===== config.mk =====
export PLATFORM = sky130hd
export DESIGN_NAME = ps2_key_decoder
export DESIGN_NICKNAME = d
export VERILOG_FILES = /design/src/rtl/ps2_pkg.sv /design/src/rtl/ps2_key_decoder_fifo.sv /design/src/rtl/ps2_key_decoder.sv
export SDC_FILE = /design/constraint.sdc
export NUM_CORES = 1
export LEC_CHECK = 0
export BUFFER_PORTS_ARGS = -buffer_cell sky130_fd_sc_hd__buf_2
export CAP_MARGIN = 25
export CORE_ASPECT_RATIO = 0.9
export CORE_MARGIN = 3
export CORE_UTILIZATION = 50
export DETAILED_ROUTE_END_ITERATION = 8
export HOLD_SLACK_MARGIN = 0.1
export PLACE_DENSITY = 0.76
export SYNTH_ARGS = -nofsm -noshare
export SYNTH_HDL_FRONTEND = slang
export SYNTH_SLANG_ARGS = --single-unit

===== constraint.sdc =====
create_clock -name clk -period 8.45 [get_ports clk]
set_input_delay 2.535 -clock clk [delete_from_list [all_inputs] [get_ports clk]]
set_output_delay 2.535 -clock clk [all_outputs]
set_load 0.05 [all_outputs]

===== src/rtl/ps2_pkg.sv =====
// ps2_pkg: shared constants, prefix-FSM state type and scan-code lookup for
// the PS/2 set-2 keyboard decoder.
//   SC_*          : special scan-code bytes (prefixes and modifier keys)
//   ps2_state_e   : prefix FSM states
//   sc_to_ascii() : returns {hit, ascii}; hit = 0 for unmapped codes
package ps2_pkg;

  localparam logic [7:0] SC_BREAK  = 8'hF0;
  localparam logic [7:0] SC_EXT    = 8'hE0;
  localparam logic [7:0] SC_LSHIFT = 8'h12;
  localparam logic [7:0] SC_RSHIFT = 8'h59;
  localparam logic [7:0] SC_CAPS   = 8'h58;

  typedef enum logic [1:0] {
    IDLE    = 2'd0,
    BRK     = 2'd1,
    EXT     = 2'd2,
    EXT_BRK = 2'd3
  } ps2_state_e;

  // Lowercase letters, digits, space and enter; everything else misses.
  function automatic logic [8:0] sc_to_ascii(input logic [7:0] code);
    logic [8:0] r;
    case (code)
      8'h1C: r = {1'b1, 8'h61};  8'h32: r = {1'b1, 8'h62};
      8'h21: r = {1'b1, 8'h63};  8'h23: r = {1'b1, 8'h64};
      8'h24: r = {1'b1, 8'h65};  8'h2B: r = {1'b1, 8'h66};
      8'h34: r = {1'b1, 8'h67};  8'h33: r = {1'b1, 8'h68};
      8'h43: r = {1'b1, 8'h69};  8'h3B: r = {1'b1, 8'h6A};
      8'h42: r = {1'b1, 8'h6B};  8'h4B: r = {1'b1, 8'h6C};
      8'h3A: r = {1'b1, 8'h6D};  8'h31: r = {1'b1, 8'h6E};
      8'h44: r = {1'b1, 8'h6F};  8'h4D: r = {1'b1, 8'h70};
      8'h15: r = {1'b1, 8'h71};  8'h2D: r = {1'b1, 8'h72};
      8'h1B: r = {1'b1, 8'h73};  8'h2C: r = {1'b1, 8'h74};
      8'h3C: r = {1'b1, 8'h75};  8'h2A: r = {1'b1, 8'h76};
      8'h1D: r = {1'b1, 8'h77};  8'h22: r = {1'b1, 8'h78};
      8'h35: r = {1'b1, 8'h79};  8'h1A: r = {1'b1, 8'h7A};
      8'h45: r = {1'b1, 8'h30};  8'h16: r = {1'b1, 8'h31};
      8'h1E: r = {1'b1, 8'h32};  8'h26: r = {1'b1, 8'h33};
      8'h25: r = {1'b1, 8'h34};  8'h2E: r = {1'b1, 8'h35};
      8'h36: r = {1'b1, 8'h36};  8'h3D: r = {1'b1, 8'h37};
      8'h3E: r = {1'b1, 8'h38};  8'h46: r = {1'b1, 8'h39};
      8'h29: r = {1'b1, 8'h20};
      8'h5A: r = {1'b1, 8'h0D};
      default: r = {1'b0, 8'h00};
    endcase
    return r;
  endfunction

endpackage


===== src/rtl/ps2_key_decoder_fifo.sv =====
// ascii_fifo: DEPTH x 8-bit FIFO, synchronous active-low reset.
//   clk, clrn        : clock, synchronous active-low reset
//   push_i, din_i    : write strobe and data (accepted when not full, or
//                      when full but popping the same cycle)
//   pop_i            : read strobe (ignored when empty)
//   dout_o           : head entry, 0 when empty
//   full_o, empty_o  : status
module ascii_fifo #(
  parameter int DEPTH = 8
) (
  input  logic       clk,
  input  logic       clrn,
  input  logic       push_i,
  input  logic [7:0] din_i,
  input  logic       pop_i,
  output logic [7:0] dout_o,
  output logic       full_o,
  output logic       empty_o
);

  localparam int AW = $clog2(DEPTH);
  localparam logic [AW-1:0] PTR_ONE = AW'(1);
  localparam logic [AW:0]   CNT_ONE = (AW+1)'(1);
  localparam logic [AW:0]   CNT_MAX = (AW+1)'(DEPTH);

  logic [7:0]    mem_q [DEPTH];
  logic [AW-1:0] wr_q, wr_d, rd_q, rd_d;
  logic [AW:0]   cnt_q, cnt_d;
  logic          push_ok_s, pop_ok_s;

  assign full_o  = (cnt_q == CNT_MAX);
  assign empty_o = (cnt_q == {(AW+1){1'b0}});
  assign dout_o  = empty_o ? 8'h00 : mem_q[rd_q];

  // Push and pop qualification plus pointer/count next state.
  always_comb begin
    push_ok_s = push_i & (~full_o | pop_i);
    pop_ok_s  = pop_i & ~empty_o;
    wr_d      = push_ok_s ? (wr_q + PTR_ONE) : wr_q;
    rd_d      = pop_ok_s  ? (rd_q + PTR_ONE) : rd_q;
    case ({push_ok_s, pop_ok_s})
      2'b10:   cnt_d = cnt_q + CNT_ONE;
      2'b01:   cnt_d = cnt_q - CNT_ONE;
      default: cnt_d = cnt_q;
    endcase
  end

  // Storage and pointer registers.
  always_ff @(posedge clk) begin
    if (!clrn) begin
      wr_q  <= '0;
      rd_q  <= '0;
      cnt_q <= '0;
      for (int i = 0; i < DEPTH; i++) mem_q[i] <= 8'h00;
    end else begin
      wr_q  <= wr_d;
      rd_q  <= rd_d;
      cnt_q <= cnt_d;
      if (push_ok_s) mem_q[wr_q] <= din_i;
    end
  end

endmodule


===== src/rtl/ps2_key_decoder.sv =====
// ps2_key_decoder: PS/2 set-2 scan-code decoder with ASCII output FIFO.
// Optional feature macro: PS2_DEC_SHIFT_EN enables shift/caps tracking and
// letter case conversion; without it 0x12/0x59/0x58 are ordinary unmapped keys.
//   clk, clrn            : clock, synchronous active-low reset
//   in_valid, in_code    : raw scan-code byte input; in_ready is always 1
//   out_valid, out_ascii : FIFO head; popped on out_valid & out_ready
//   key_held, held_code  : last pressed non-modifier key and whether it is down
//   press_cnt            : distinct key presses (typematic repeats excluded)
//   overflow             : sticky, a character was dropped on a full FIFO
module ps2_key_decoder
  import ps2_pkg::*;
#(
  parameter int FIFO_DEPTH = 8,
  parameter int CNT_W      = 8
) (
  input  logic             clk,
  input  logic             clrn,
  input  logic             in_valid,
  input  logic [7:0]       in_code,
  output logic             in_ready,
  output logic             out_valid,
  output logic [7:0]       out_ascii,
  input  logic             out_ready,
  output logic             key_held,
  output logic [7:0]       held_code,
  output logic [CNT_W-1:0] press_cnt,
  output logic             overflow
);

  ps2_state_e       state_q, state_d;
  logic             key_held_q, key_held_d;
  logic [7:0]       held_code_q, held_code_d;
  logic [CNT_W-1:0] press_cnt_q, press_cnt_d;
  logic             overflow_q, overflow_d;
  logic             make_s, brk_s, mod_s, upper_s, letter_s;
  logic [8:0]       lookup_s;
  logic             push_s, pop_s, full_s, empty_s;
  logic [7:0]       push_data_s;
`ifdef PS2_DEC_SHIFT_EN
  logic             shift_l_q, shift_l_d, shift_r_q, shift_r_d;
  logic             caps_q, caps_d, caps_held_q, caps_held_d;
`endif

  assign in_ready  = 1'b1;
  assign out_valid = ~empty_s;
  assign pop_s     = out_valid & out_ready;
  assign key_held  = key_held_q;
  assign held_code = held_code_q;
  assign press_cnt = press_cnt_q;
  assign overflow  = overflow_q;

  // Prefix FSM: classifies each byte as make, break, prefix or discarded.
  always_comb begin
    state_d = state_q;
    make_s  = 1'b0;
    brk_s   = 1'b0;
    if (in_valid) begin
      case (state_q)
        IDLE: begin
          if (in_code == SC_BREAK)    state_d = BRK;
          else if (in_code == SC_EXT) state_d = EXT;
          else                        make_s  = 1'b1;
        end
        BRK: begin
          brk_s   = 1'b1;
          state_d = IDLE;
        end
        EXT: begin
          if (in_code == SC_BREAK) state_d = EXT_BRK;
          else                     state_d = IDLE;
        end
        EXT_BRK: state_d = IDLE;
        default: state_d = IDLE;
      endcase
    end else begin
      state_d = state_q;
    end
  end

  // Key event handling: modifiers, held-key status, press count, FIFO push.
  always_comb begin
    key_held_d  = key_held_q;
    held_code_d = held_code_q;
    press_cnt_d = press_cnt_q;
    push_s      = 1'b0;
    lookup_s    = sc_to_ascii(in_code);
    letter_s    = (lookup_s[7:0] >= 8'h61) && (lookup_s[7:0] <= 8'h7A);
`ifdef PS2_DEC_SHIFT_EN
    shift_l_d   = shift_l_q;
    shift_r_d   = shift_r_q;
    caps_d      = caps_q;
    caps_held_d = caps_held_q;
    mod_s       = (in_code == SC_LSHIFT) || (in_code == SC_RSHIFT) || (in_code == SC_CAPS);
    upper_s     = (shift_l_q | shift_r_q) ^ caps_q;
    if (make_s) begin
      if (in_code == SC_LSHIFT)      shift_l_d = 1'b1;
      else if (in_code == SC_RSHIFT) shift_r_d = 1'b1;
      else if (in_code == SC_CAPS) begin
        // caps_held blocks re-toggling on typematic repeats of caps.
        if (!caps_held_q) caps_d = ~caps_q;
        else              caps_d = caps_q;
        caps_held_d = 1'b1;
      end else begin
        caps_d = caps_q;
      end
    end else if (brk_s) begin
      if (in_code == SC_LSHIFT)      shift_l_d   = 1'b0;
      else if (in_code == SC_RSHIFT) shift_r_d   = 1'b0;
      else if (in_code == SC_CAPS)   caps_held_d = 1'b0;
      else                           caps_d      = caps_q;
    end else begin
      caps_d = caps_q;
    end
`else
    mod_s   = 1'b0;
    upper_s = 1'b0;
`endif
    push_data_s = (letter_s && upper_s) ? (lookup_s[7:0] - 8'h20) : lookup_s[7:0];
    if (make_s && !mod_s) begin
      // A repeat of the already-held key is typematic, not a new press.
      if (!key_held_q || (in_code != held_code_q)) press_cnt_d = press_cnt_q + CNT_W'(1);
      else                                         press_cnt_d = press_cnt_q;
      held_code_d = in_code;
      key_held_d  = 1'b1;
      push_s      = lookup_s[8];
    end else if (brk_s && !mod_s) begin
      if (in_code == held_code_q) key_held_d = 1'b0;
      else                        key_held_d = key_held_q;
    end else begin
      push_s = 1'b0;
    end
    overflow_d = overflow_q | (push_s & full_s & ~pop_s);
  end

  // State and status registers.
  always_ff @(posedge clk) begin
    if (!clrn) begin
      state_q     <= IDLE;
      key_held_q  <= 1'b0;
      held_code_q <= 8'h00;
      press_cnt_q <= '0;
      overflow_q  <= 1'b0;
`ifdef PS2_DEC_SHIFT_EN
      shift_l_q   <= 1'b0;
      shift_r_q   <= 1'b0;
      caps_q      <= 1'b0;
      caps_held_q <= 1'b0;
`endif
    end else begin
      state_q     <= state_d;
      key_held_q  <= key_held_d;
      held_code_q <= held_code_d;
      press_cnt_q <= press_cnt_d;
      overflow_q  <= overflow_d;
`ifdef PS2_DEC_SHIFT_EN
      shift_l_q   <= shift_l_d;
      shift_r_q   <= shift_r_d;
      caps_q      <= caps_d;
      caps_held_q <= caps_held_d;
`endif
    end
  end

  ascii_fifo #(.DEPTH(FIFO_DEPTH)) u_fifo (
    .clk     (clk),
    .clrn    (clrn),
    .push_i  (push_s),
    .din_i   (push_data_s),
    .pop_i   (pop_s),
    .dout_o  (out_ascii),
    .full_o  (full_s),
    .empty_o (empty_s)
  );

endmodule


# Yosys cells after proc, flatten, opt, wreduce, memory -nomap -nowiden
# Memory sizes are Yosys's and may differ from the RTL's. A register that Yosys moved wholly into a read port is not among the register bits.
# Cells that the tools add are included.
dict set report word_totals {
  out_inout_bits 28
  reg_bits 30
  ram_bits 64
  mem_count 2
  latchBits 0
  input_bits 12
  word_cells 74
  romBits 1024
}
# memory depth width rd rd_ports_with_merged_regs write_ports line_no
set memory_table {}
lappend memory_table {{(name not given)} 128 8 1 0 0 ps2_pkg.sv:24} ;# case (code)
lappend memory_table {u_fifo.mem_q 8 8 1 1 8 ps2_key_decoder_fifo.sv:26} ;# logic [7:0] mem_q [DEPTH];
dict set report classes {
  multipliers 0
  magnitude_cmp 0
  n_bitwise 10
  n_addsub 5
  mux 26
  eq_ne 11
  n_shift 0
  reduce_logical 12
  n_div 0
}
# operator count
set ops {}
lappend ops {{$eq A8 B8 Y1 const B} 2}
lappend ops {{$mux W8} 2}
lappend ops {{$mux W1} 15}
lappend ops {{$mux W3} 3}
lappend ops {{$mux W9} 1}
lappend ops {{$add A8 B1 Y8 const B} 1}
lappend ops {{$eq A8 B8 Y1} 1}
lappend ops {{$ne A8 B8 Y1} 1}
lappend ops {{$pmux W4 S2} 1}
lappend ops {{$reduce_or A8 Y1} 1}
lappend ops {{$add A3 B1 Y3 const B} 2}
lappend ops {{$eq A2 B2 Y1 const B} 3}
lappend ops {{$mux W2} 3}
lappend ops {{$pmux W2 S3} 1}
lappend ops {{$reduce_and A2 Y1} 3}
lappend ops {{$reduce_bool A2 Y1} 3}
lappend ops {{$and A1 B1 Y1} 5}
lappend ops {{$add A4 B1 Y4 const B} 1}
lappend ops {{$eq A2 B1 Y1 const B} 2}
lappend ops {{$eq A4 B4 Y1 const B} 1}
lappend ops {{$logic_not A4 Y1} 1}
lappend ops {{$sub A4 B1 Y4 const B} 1}
lappend ops {{$ne A3 B3 Y1 const B} 1}
lappend ops {{$not A1 Y1} 3}
lappend ops {{5 further kinds} 6}

# Longest topological paths before layout
# Gate-level depths: netlist of run 1.
dict set report logic_depth {
  word_depth 12
  mapped_depth 16
  ltp_nobuf 13
}

# Cells and area by module
# A second synthesis of run 1 with hierarchy kept.
dict set report unflattened {
  cells_unflattened 513
  hier_area_um2 5336.4
}
# mod seq_area_each_um2 cells_each area_each_um2 instances
set by_module_without_submodules {}
lappend by_module_without_submodules {ascii_fifo 2182.1 268 3509.6 1}
lappend by_module_without_submodules {ps2_key_decoder 400.4 245 1826.8 1}

# Least setup slack after synthesis of run 1
# OpenSTA, ideal clock, no wires.
dict set report synth_timing {
  path_kind {input-to-reg}
  start {in in_code[1]}
  end {reg u_fifo.cnt_q[3]}
  arrival_time_ns 5.596
  path_slack_ns 2.784
  t_required_ns 8.380
  stages 16
  path_buffers 3
  setup_time_ns 0.070
  cell_sequence {clkbuf_1 inv_1 ha_1 a211oi_1 or2_1 nor4_4 o211ai_2 buf_6 buf_6 ha_1 ha_1 a21o_1 a21oi_1 xnor2_1 or3_1 a21oi_1}
}
dict set report synth_between {
  elab_chain_cells 9
  word_cells_on_any_way 14
  cone_classes {4 x eq/ne; 7 x mux; 1 x bitwise; 1 x reduce/logical; 1 x memory}
}
# element line_no
set synth_lines {}
lappend synth_lines {{from (decl)} ps2_key_decoder.sv:19} ;# input logic [7:0] in_code,
lappend synth_lines {{parallel branches: the longest is 5 deep, another holds $mem_v2 Z128 W8} -}
lappend synth_lines {{$mux W1 *} ps2_key_decoder.sv:119} ;# if (make_s && !mod_s) begin
lappend synth_lines {{$and A1 B1 Y1 *} ps2_key_decoder_fifo.sv:37} ;# push_ok_s = push_i & (~full_o | pop_i);
lappend synth_lines {{$eq A2 B1 Y1 or $eq A2 B2 Y1 (tied branches)} ps2_key_decoder_fifo.sv:41} ;# case ({push_ok_s, pop_ok_s})
lappend synth_lines {{$pmux W4 S2 or $reduce_bool A2 Y1 (tied branches)} -}
lappend synth_lines {{to (signal assigned)} ps2_key_decoder_fifo.sv:58} ;# cnt_q <= cnt_d;
lappend synth_lines {{to (decl)} ps2_key_decoder_fifo.sv:28} ;# logic [AW:0] cnt_q, cnt_d;
# Mark *: on every way between the ends.
# A chain may end at the register's enable or synchronous reset.

# Worst setup path after layout of run 1
# Same ends and word-level chain as after synthesis.

==> metrics, run 1 <==
WHS Path Cells 2; Placed Instances 613; Net Sw Frac 33.0%; EDFF count, synth 56; global-route usage over all layers 21.4%; Final period util between 60% and 70%; Die ar. between 10,000 and 15,000 sq um; CP startpoint in_code[1]; Vias/cell between 6 and 7; Seq cells post-synth 89; Routed wire per std cell roughly 19 microns; Critical R2R Launch u_fifo.cnt_q[0]; pre-CTS WS 2.32 ns; post-CTS setup buffer count 0; Tmin final 5.84 ns; Max transition margin 26.9%; CP Cell Sequence buf_2 -> inv_1 -> ha_1 -> a211oi_1 -> or2_1 -> nor4_4 -> o211ai_2 -> buf_4 -> ha_1 -> ha_1 -> a21o_1 -> a21oi_1 -> xnor2_1 -> or3_1 -> a21oi_1; busiest layer in global routing met2; First-pass DRT Iterations 6; Max-Cap Viols 0; Psw 407 uW; Final Slew Violations 0; final clock skew 0.00680 ns; syn_nets approximately 500; ys async rst share 0%; warnings from Yosys 0; Starting Density 52.4%; design area 5640 sq um; first-pass GRT wire length 19,300 microns; vias post-DR 4,012; Final HPWL DP 8090 microns; Startpoint Class input port; Bufs and invs on worst path 3; Peak Freq 171 MHz; critical path class input port to register; Hold-fix buffers, CTS 0; die height 102 microns; Primary FF master, synth edfxtp_1; Post-Syn Area 5170 sq um; RSZ-0062 raised after global routing no; TritonCTS clock tree done; Clk Latency, worst-skew pair 0.34 ns; Routability Congestion 0.914; CTS sink cnt roughly 90; worst hold start overflow; Final setup viols 0; Mapped Cells 487; root buf cell clkbuf_16; share of layout cells above drive strength 1 19.2%; commonest non-fill, non-tap cell in the layout edfxtp_1; worst-case reg-to-reg path depth 11; met1 usage ~28%; fin cells 636; Max Buffers Root-to-Sink 2; Placeable Area 9870 sq um; Max FO, Critical Path 47; most frequent cells in the layout 56 x edfxtp_1, 42 x nor3_1, 42 x buf_2; number of global-route vias before repair ~3,800; Routed WL ~12,000 microns; peak supply drop 219 uV; critical path required time between 8 and 9 ns; Top Ports 40; Mean Syn Cell Area approximately 11 sq um; post_cts resized 0; Crit. End Element register; CP dominant cell by count ha_1; Worst path slowest cell nor4_4; Reg power frac 41.9%; WHS 0.458 ns; met3 Use GR between 4 and 5%; Iter 0 DRT Violations 420; Reg-to-Reg End u_fifo.cnt_q[3]; PwrDens 219 nW/um^2; final number of hold-violating endpoints 0; Clk pwr share 33.5%; port bufs 37; status completed; Worst Hold End overflow; Final Util 57.1%; Critical Path AT 6.11 ns; fill count between 800 and 900; cell family with most CP delay simple AND/OR/NAND/NOR gates; Seq. cell area 2340 sq um; met2 Use GR 34.4%; Tot Pwr between 1 and 1.5 mW; worst hold path class register to register; footprint of the multi-input gates 2520 sq um; area grow syn2layout 9.08%; setup ws final 2.61 ns; Sum Neg Setup Slack 0 ns; Placement Cell Area around 5300 sq um; TritonCTS Buffers 9; # diodes 0; DRC Markers 0; largest net degree at the start of global routing 48; flop2flop setup slack 5.05 ns; antenna violations before repair 0; max incr delay on CP 0.41 ns; Die Wd between 100 and 150 microns; post-synthesis sequential area ratio 45.3%; number of cell rows 34; Leak Pwr roughly 2.1 nW; clk slew on worst S/H paths 0.07 ns; Max H-tree Level 3; grt total ovfl 0; Pint 825 uW; DRT antenna net count 0; Comb pwr share 24.6%; worst slew pin tran 1.08 ns; post-layout net count 531; Unique masters post-synth just over 70
## power by group through the flow
stage | Sequential (mW) | Combinational [mW] | Clock, mW
after floorplan | 0.518 | 0.238 | 0
after global placement | 0.525 | 0.289 | 0
after detailed placement | 0.527 | 0.299 | 0
after CTS | 0.517 | 0.300 | 0.419
after global routing | 0.522 | 0.327 | 0.437
final | 0.516 | 0.303 | 0.412
## registers in the layout, indices dropped and copies added, names as in the netlist, named ones only
register,flops
u_fifo.mem_q,56
held_code,8
press_cnt,8
u_fifo.cnt_q,4
u_fifo.rd_q,3
u_fifo.wr_q,3
state_q,2
key_held,1
overflow,1
## synth_stat cells, types with 15 or more instances
cell type / n / area (sq um)
edfxtp_1: 56 / 1680
nor3_1: 42 / 210
dfxtp_1: 33 / 661
nor2_1: 33 / 124
nor4_1: 24 / 150
a21oi_1: 23 / 115
mux2i_1: 22 / 220
nand2_1: 21 / 78.8
nand2b_1: 20 / 125
clkbuf_1: 18 / 67.6
inv_1: 16 / 60.1
o21ai_0: 16 / 80.1
mux4_2: 15 / 338
## worst register-to-register path, stage by stage (launching register included)
cell      delay [ns]
dfxtp_1         0.36
nor4_1          0.76
nor2b_1         0.18
o211ai_2        0.10
buf_4           0.44
ha_1            0.32
ha_1            0.25
a21o_1          0.17
a21oi_1         0.19
xnor2_1         0.11
or3_1           0.31
a21oi_1         0.14
## kinds of logic (layout without fill, tap and decap cells)
logic type	count (synthesis)	after routing	share of synthesized area, %
buffers and inverters	57	80	5.98
multiplexers	39	39	11.2
XOR/XNOR	14	14	2.37
flip-flops	89	89	45.3
adder cells (fa/ha/maj)	14	14	3.54
AO/OA/AOI/OAI	85	85	11.7
AND/OR/NAND/NOR	187	187	19.7
other	2	2	0.145
## worst max-delay path by stage
stage / slack (ns) / cells after the start / end
after global placement: 2.52 / 15 / u_fifo.cnt_q[3]
final: 2.61 / 15 / u_fifo.cnt_q[3]
after global routing: 2.38 / 15 / u_fifo.cnt_q[3]
after CTS: 2.67 / 15 / u_fifo.cnt_q[3]
after detailed placement: 2.32 / 15 / u_fifo.cnt_q[3]
after floorplan: 2.78 / 16 / u_fifo.cnt_q[3]
## layout make-up
type                    count  area share (%)
inverters                  17            1.13
repair buffers             47            4.31
multi-input cells         341            44.6
clock buffers               9            4.00
well taps                 126            2.80
flip-flops and latches     89            41.6
clock inverters             7            1.58
## routing by layer
metal  vias up  share of wire (%)  wire length (microns)
met4         0                2.3                    276
met1      1919                 43                   5080
met5         -                  0                      0
li1       1875                  -                      -
met2       191                 47                   5570
met3        27                7.7                    913
Power figures use the tool's default switching activity.
==> inputs of run 2 (changes only) <==
==> constraint.sdc (replaced) <==
create_clock -name clk -period 5.7 [get_ports clk]
set_input_delay 1.71 -clock clk [delete_from_list [all_inputs] [get_ports clk]]
set_output_delay 1.71 -clock clk [all_outputs]
set_load 0.05 [all_outputs]
==> run 2 against run 1 <==
Clock power increased by 53%. Die area stayed put. Combinational power grew 54%. Setup slack worse by 1.5 ns. Non-clock buffer count up 3. Core utilization is 0.58 points higher. Global-route usage decreased by 0.38 points. Total power up 51%. Clock skew is 0.0017 ns higher. Sequential share of layout area decreased by 0.42 points. Flip-flop and latch count unchanged. Critical path depth decreased by 1. Largest cell class unchanged. Highest routed layer unchanged.
==> metrics, run 2 (synthesized netlist as in run 1, its figures left out) <==
share of layout cells above drive strength 1 slightly below 20%; TritonCTS clock tree done; Tmin final 4.61 ns; Final setup viols 0; Routability Congestion 0.923; Clk pwr share 34.0%; Top Ports 40; PwrDens between 300 and 400 nW/um^2; Leak Pwr 2.11 nW; Sum Neg Setup Slack 0 ns; Vias/cell 6.13; fill count approximately 830; DRC Markers 0; Max-Cap Viols 0; Psw 587 uW; vias post-DR 3,917; post-layout net count ~530; number of global-route vias before repair between 3,000 and 4,000; critical path required time 5.97 ns; RSZ-0062 raised after global routing no; grt total ovfl 0; Peak Freq between 200 and 250 MHz; most frequent cells in the layout 56 x edfxtp_1, 42 x nor3_1, 37 x buf_2; first-pass GRT wire length roughly 19,000 microns; Die ar. about 12,000 sq um; WHS 0.475 ns; Clk Latency, worst-skew pair 0.34 ns; area grow syn2layout 10.2%; worst slew pin tran between 0.9 and 1 ns; flop2flop setup slack 3.02 ns; port bufs 37; Comb pwr share 25.3%; Final Slew Violations 0; First-pass DRT Iterations 4; commonest non-fill, non-tap cell in the layout edfxtp_1; Critical Path AT ~5 ns; Iter 0 DRT Violations around 410; footprint of the multi-input gates 2520 sq um; Largest register FFs 56; Final HPWL DP slightly above 8000 microns; final number of hold-violating endpoints 0; Die Wd approximately 110 microns; Max Buffers Root-to-Sink 2; antenna violations before repair 0; root buf cell clkbuf_16; TritonCTS Buffers 9; worst hold path class register to register; peak supply drop 336 uV; Starting Density a little over half; Max FO, Critical Path 19; Biggest register u_fifo.mem_q; Max transition margin 39.5%; CTS sink cnt 89; number of cell rows 34; Pint about 1.3 mW; global-route usage over all layers 21.0%; Routed wire per std cell 18.4 microns; post-CTS setup buffer count 0; Final period util 80.9%; Hold-fix buffers, CTS 0; Placeable Area 9870 sq um; Reg power frac between 40% and 50%; critical path class input port to register; clk slew on worst S/H paths 0.07 ns; largest net degree at the start of global routing 47; Max H-tree Level 3; DRT antenna net count 0; # diodes 0; Crit. End Element register; Startpoint Class input port; status completed; post_cts resized 0; final clock skew 0.00848 ns; Net Sw Frac approximately a third; die height 102 microns; Routed WL around 12,000 microns; Seq. cell area 2340 sq um
==> run 2: cell types whose count changed in the layout (fill, tap and decap cells not counted), moves of 2 or more <==
cell,before,now
buf_4,2,12
buf_2,42,37
clkbuf_2,2,0
clkinv_4,2,0
==> run 2: critical path, stage by stage <==
cell	delay, ns
buf_2	0.30
inv_1	0.21
ha_1	0.36
a211oi_1	0.09
or2_1	0.27
nor4_4	0.41
o211ai_2	0.13
ha_1	0.24
ha_1	0.28
a21o_1	0.18
a21oi_1	0.18
xnor2_1	0.09
or3_1	0.30
a21oi_1	0.14
==> run 2: per-layer routing <==
metal	GRT usage [%]	share of wire [%]
met1	29.0	47
met2	34.2	46
met3	4.85	6.6
met4	4.71	0.84
met5	0	0
==> run 2: layout make-up <==
type | instances | area share (%)
inverters | 17 | 1.12
repair buffers | 50 | 5.10
multi-input cells | 341 | 44.2
clock buffers | 12 | 4.70
flip-flops and latches | 89 | 41.1
clock inverters | 4 | 0.989
well taps | 126 | 2.77
==> run 2: metrics by stage <==
step / area (sq um) / util, % / total power, mW / cells / setup slack, ns
after CTS: 5680 / 57.5 / 1.86 / 638 / 1.12
after floorplan: 5170 / - / 1.12 / 487 / 0.859
after global placement: 5360 / 54.3 / 1.21 / 622 / 0.890
after detailed placement: 5360 / 54.3 / 1.23 / 622 / 0.764
final: 5690 / 57.7 / 1.85 / 639 / 1.09
after global routing: 5690 / 57.7 / 1.93 / 639 / 0.814
==> run 2: worst paths after layout <==
kind / startpoint / to / cells after the start
min: press_cnt[7] / press_cnt[7] / 2
max: in_code[1] / u_fifo.cnt_q[3] / 14
min reg2reg: press_cnt[7] / press_cnt[7] / 2
max reg2reg: state_q[0] / u_fifo.cnt_q[3] / 12
==> run 2: power by group through the flow <==
| stage | Combinational, mW | Clock (mW) | Sequential (mW) |
|---|---|---|---|
| 6_report | 0.468 | 0.631 | 0.755 |
| 5_1_grt | 0.508 | 0.665 | 0.761 |
| 4_1_cts | 0.446 | 0.640 | 0.769 |
| 3_5_place_dp | 0.444 | 0 | 0.782 |
| 3_3_place_gp | 0.435 | 0 | 0.779 |
| 2_1_floorplan | 0.354 | 0 | 0.767 |
==> inputs of run 3 (changes only) <==
==> constraint.sdc (replaced) <==
create_clock -name clk -period 4.4 [get_ports clk]
set_input_delay 1.32 -clock clk [delete_from_list [all_inputs] [get_ports clk]]
set_output_delay 1.32 -clock clk [all_outputs]
set_load 0.05 [all_outputs]
==> run 3 against run 2 <==
Combinational power increased by 31%. Sequential share of layout area fell by 0.55 points. Cell area is 1.4% higher. Sequential power increased by 29%. Setup slack lost 0.56 ns. Clock power grew 19%. Total power grew 26%. Register-to-register slack got worse by 1.3 ns. Clock skew fell by 0.0019 ns. Flip-flop and latch count did not move. Die area unchanged. Largest cell class unchanged.
==> metrics, run 3 (synthesized netlist as in run 1, its figures left out) <==
CP startpoint in_code[1]; Clk Latency, worst-skew pair around 0.34 ns; Starting Density 52.4%; Reg power frac 41.7%; Net Sw Frac 33.8%; WHS Path Cells 2; cell family with most CP delay compound AO/OA/AOI/OAI gates; Crit. End Element register; Final Slew Violations 0; post_cts resized 0; die height 102 microns; Sum Neg Setup Slack 0 ns; global-route usage over all layers around 22%; worst hold start overflow; Worst path slowest cell a311o_1; grt total ovfl 0; CP Cell Sequence buf_2 -> buf_4 -> ha_1 -> nand2b_1 -> a311o_1 -> o21ai_2 -> o211ai_2 -> ha_1 -> ha_1 -> a21o_1 -> a21oi_1 -> xnor2_1 -> or3_1 -> a21oi_1; Max Buffers Root-to-Sink 2; First-pass DRT Iterations 5; Max H-tree Level 3; Placement Cell Area 5480 sq um; Leak Pwr 2.16 nW; vias post-DR around 4,000; Final HPWL DP 8480 microns; peak supply drop 367 uV; area grow syn2layout 11.7%; Vias/cell 6.19; Max transition margin 42.5%; CTS sink cnt slightly below 90; TritonCTS clock tree done; first-pass GRT wire length 20,000 microns; Reg-to-Reg End u_fifo.cnt_q[3]; Largest register FFs 56; Critical R2R Launch state_q[0]; status completed; Final setup viols 0; design area a little under 6000 sq um; DRC Markers 0; RSZ-0062 raised after global routing no; Critical Path AT 4.14 ns; root buf cell clkbuf_16; Psw 792 uW; TritonCTS Buffers 9; Startpoint Class input port; DRT antenna net count 0; Routed WL 12,200 microns; Die ar. around 12,000 sq um; port bufs 37; # diodes 0; Tmin final between 3 and 4 ns; final number of hold-violating endpoints 0; Worst Hold End overflow; Hold-fix buffers, CTS 0; max incr delay on CP around 0.40 ns; clk slew on worst S/H paths roughly 0.07 ns; number of global-route vias before repair 3,819; Die Wd 113 microns; Final Util 58.5%; Clk pwr share between 30% and 40%; commonest non-fill, non-tap cell in the layout edfxtp_1; fin cells 654; Max FO, Critical Path 18; largest net degree at the start of global routing 47; worst-case reg-to-reg path depth 11; Bufs and invs on worst path 2; Placed Instances ~640; Biggest register u_fifo.mem_q; number of cell rows 34; WP depth 14; antenna violations before repair 0; flop2flop setup slack 1.72 ns; Pint 1.55 mW; CP dominant cell by count ha_1; PwrDens between 400 and 500 nW/um^2; Placeable Area 9870 sq um; Final period util about 90%; final clock skew ~0.0066 ns; post-CTS setup buffer count 0; most frequent cells in the layout 56 x edfxtp_1, 42 x nor3_1, 37 x buf_2; Top Ports 40; share of layout cells above drive strength 1 between 20% and 30%; critical path class input port to register; Iter 0 DRT Violations between 300 and 400; critical path required time 4.67 ns; worst slew pin tran 0.859 ns; post-layout net count 549; Routability Congestion 0.936; Comb pwr share 26.1%; Peak Freq ~260 MHz; Max-Cap Viols 0; worst hold path class register to register; Tot Pwr roughly 2.3 mW; Routed wire per std cell 18.6 microns
==> run 3: cell types whose count changed in the layout (fill, tap and decap cells not counted), sizes merged <==
cell / change
inv: +1
bufinv: -1
clkbuf: -3
buf: +15
clkinvlp: +2
clkinv: +1
==> run 3: worst max path at each step <==
stage | endpoint | slack (ns)
finish | u_fifo.cnt_q[3] | 0.53
global route | u_fifo.cnt_q[3] | 0.34
CTS | u_fifo.cnt_q[3] | 0.55
detailed placement | u_fifo.cnt_q[3] | 0.19
global placement | u_fifo.cnt_q[3] | 0.27
floorplan | u_fifo.cnt_q[3] | 0.08
==> run 3: power groups by stage <==
stage                     Sequential, mW  Clock [mW]  Combinational (mW)
after detailed placement           0.995           0               0.611
after floorplan                    0.994           0               0.458
after global placement             0.992           0               0.600
final                              0.976       0.753               0.612
after global routing               0.984       0.797               0.662
after CTS                          0.977       0.767               0.613
==> run 3: per-stage QoR <==
step                setup WS (ns)  hold WS, ns
detailed placement          0.188        0.441
global route                0.338        0.499
global placement            0.266        0.455
CTS                         0.546        0.459
finish                      0.530        0.451
floorplan                  0.0789        0.453
==> run 3: area by class of cell <==
type	count	area, sq um
multi-input combinational	341	2520
fill	826	4100
clock buffer	9	225
tap	126	158
sequential	89	2340
inverter	17	63.8
clock inverter	7	71.3
timing repair buffer	65	395
==> run 3: layer usage <==
layer	global-route usage (%)	vias up	wire length (microns)
li1	-	1900	-
met1	31.0	1953	5450
met2	34.1	166	5510
met3	4.74	30	938
met4	7.67	0	295
met5	0	-	0
==> run 3: tightest hold or removal path, delay by kind of cell (launching register included) <==
family                 cells  cell delay, ns
DFF                        1            0.31
AOI/OAI and AO/OA          1            0.05
buffers and inverters      1            0.05
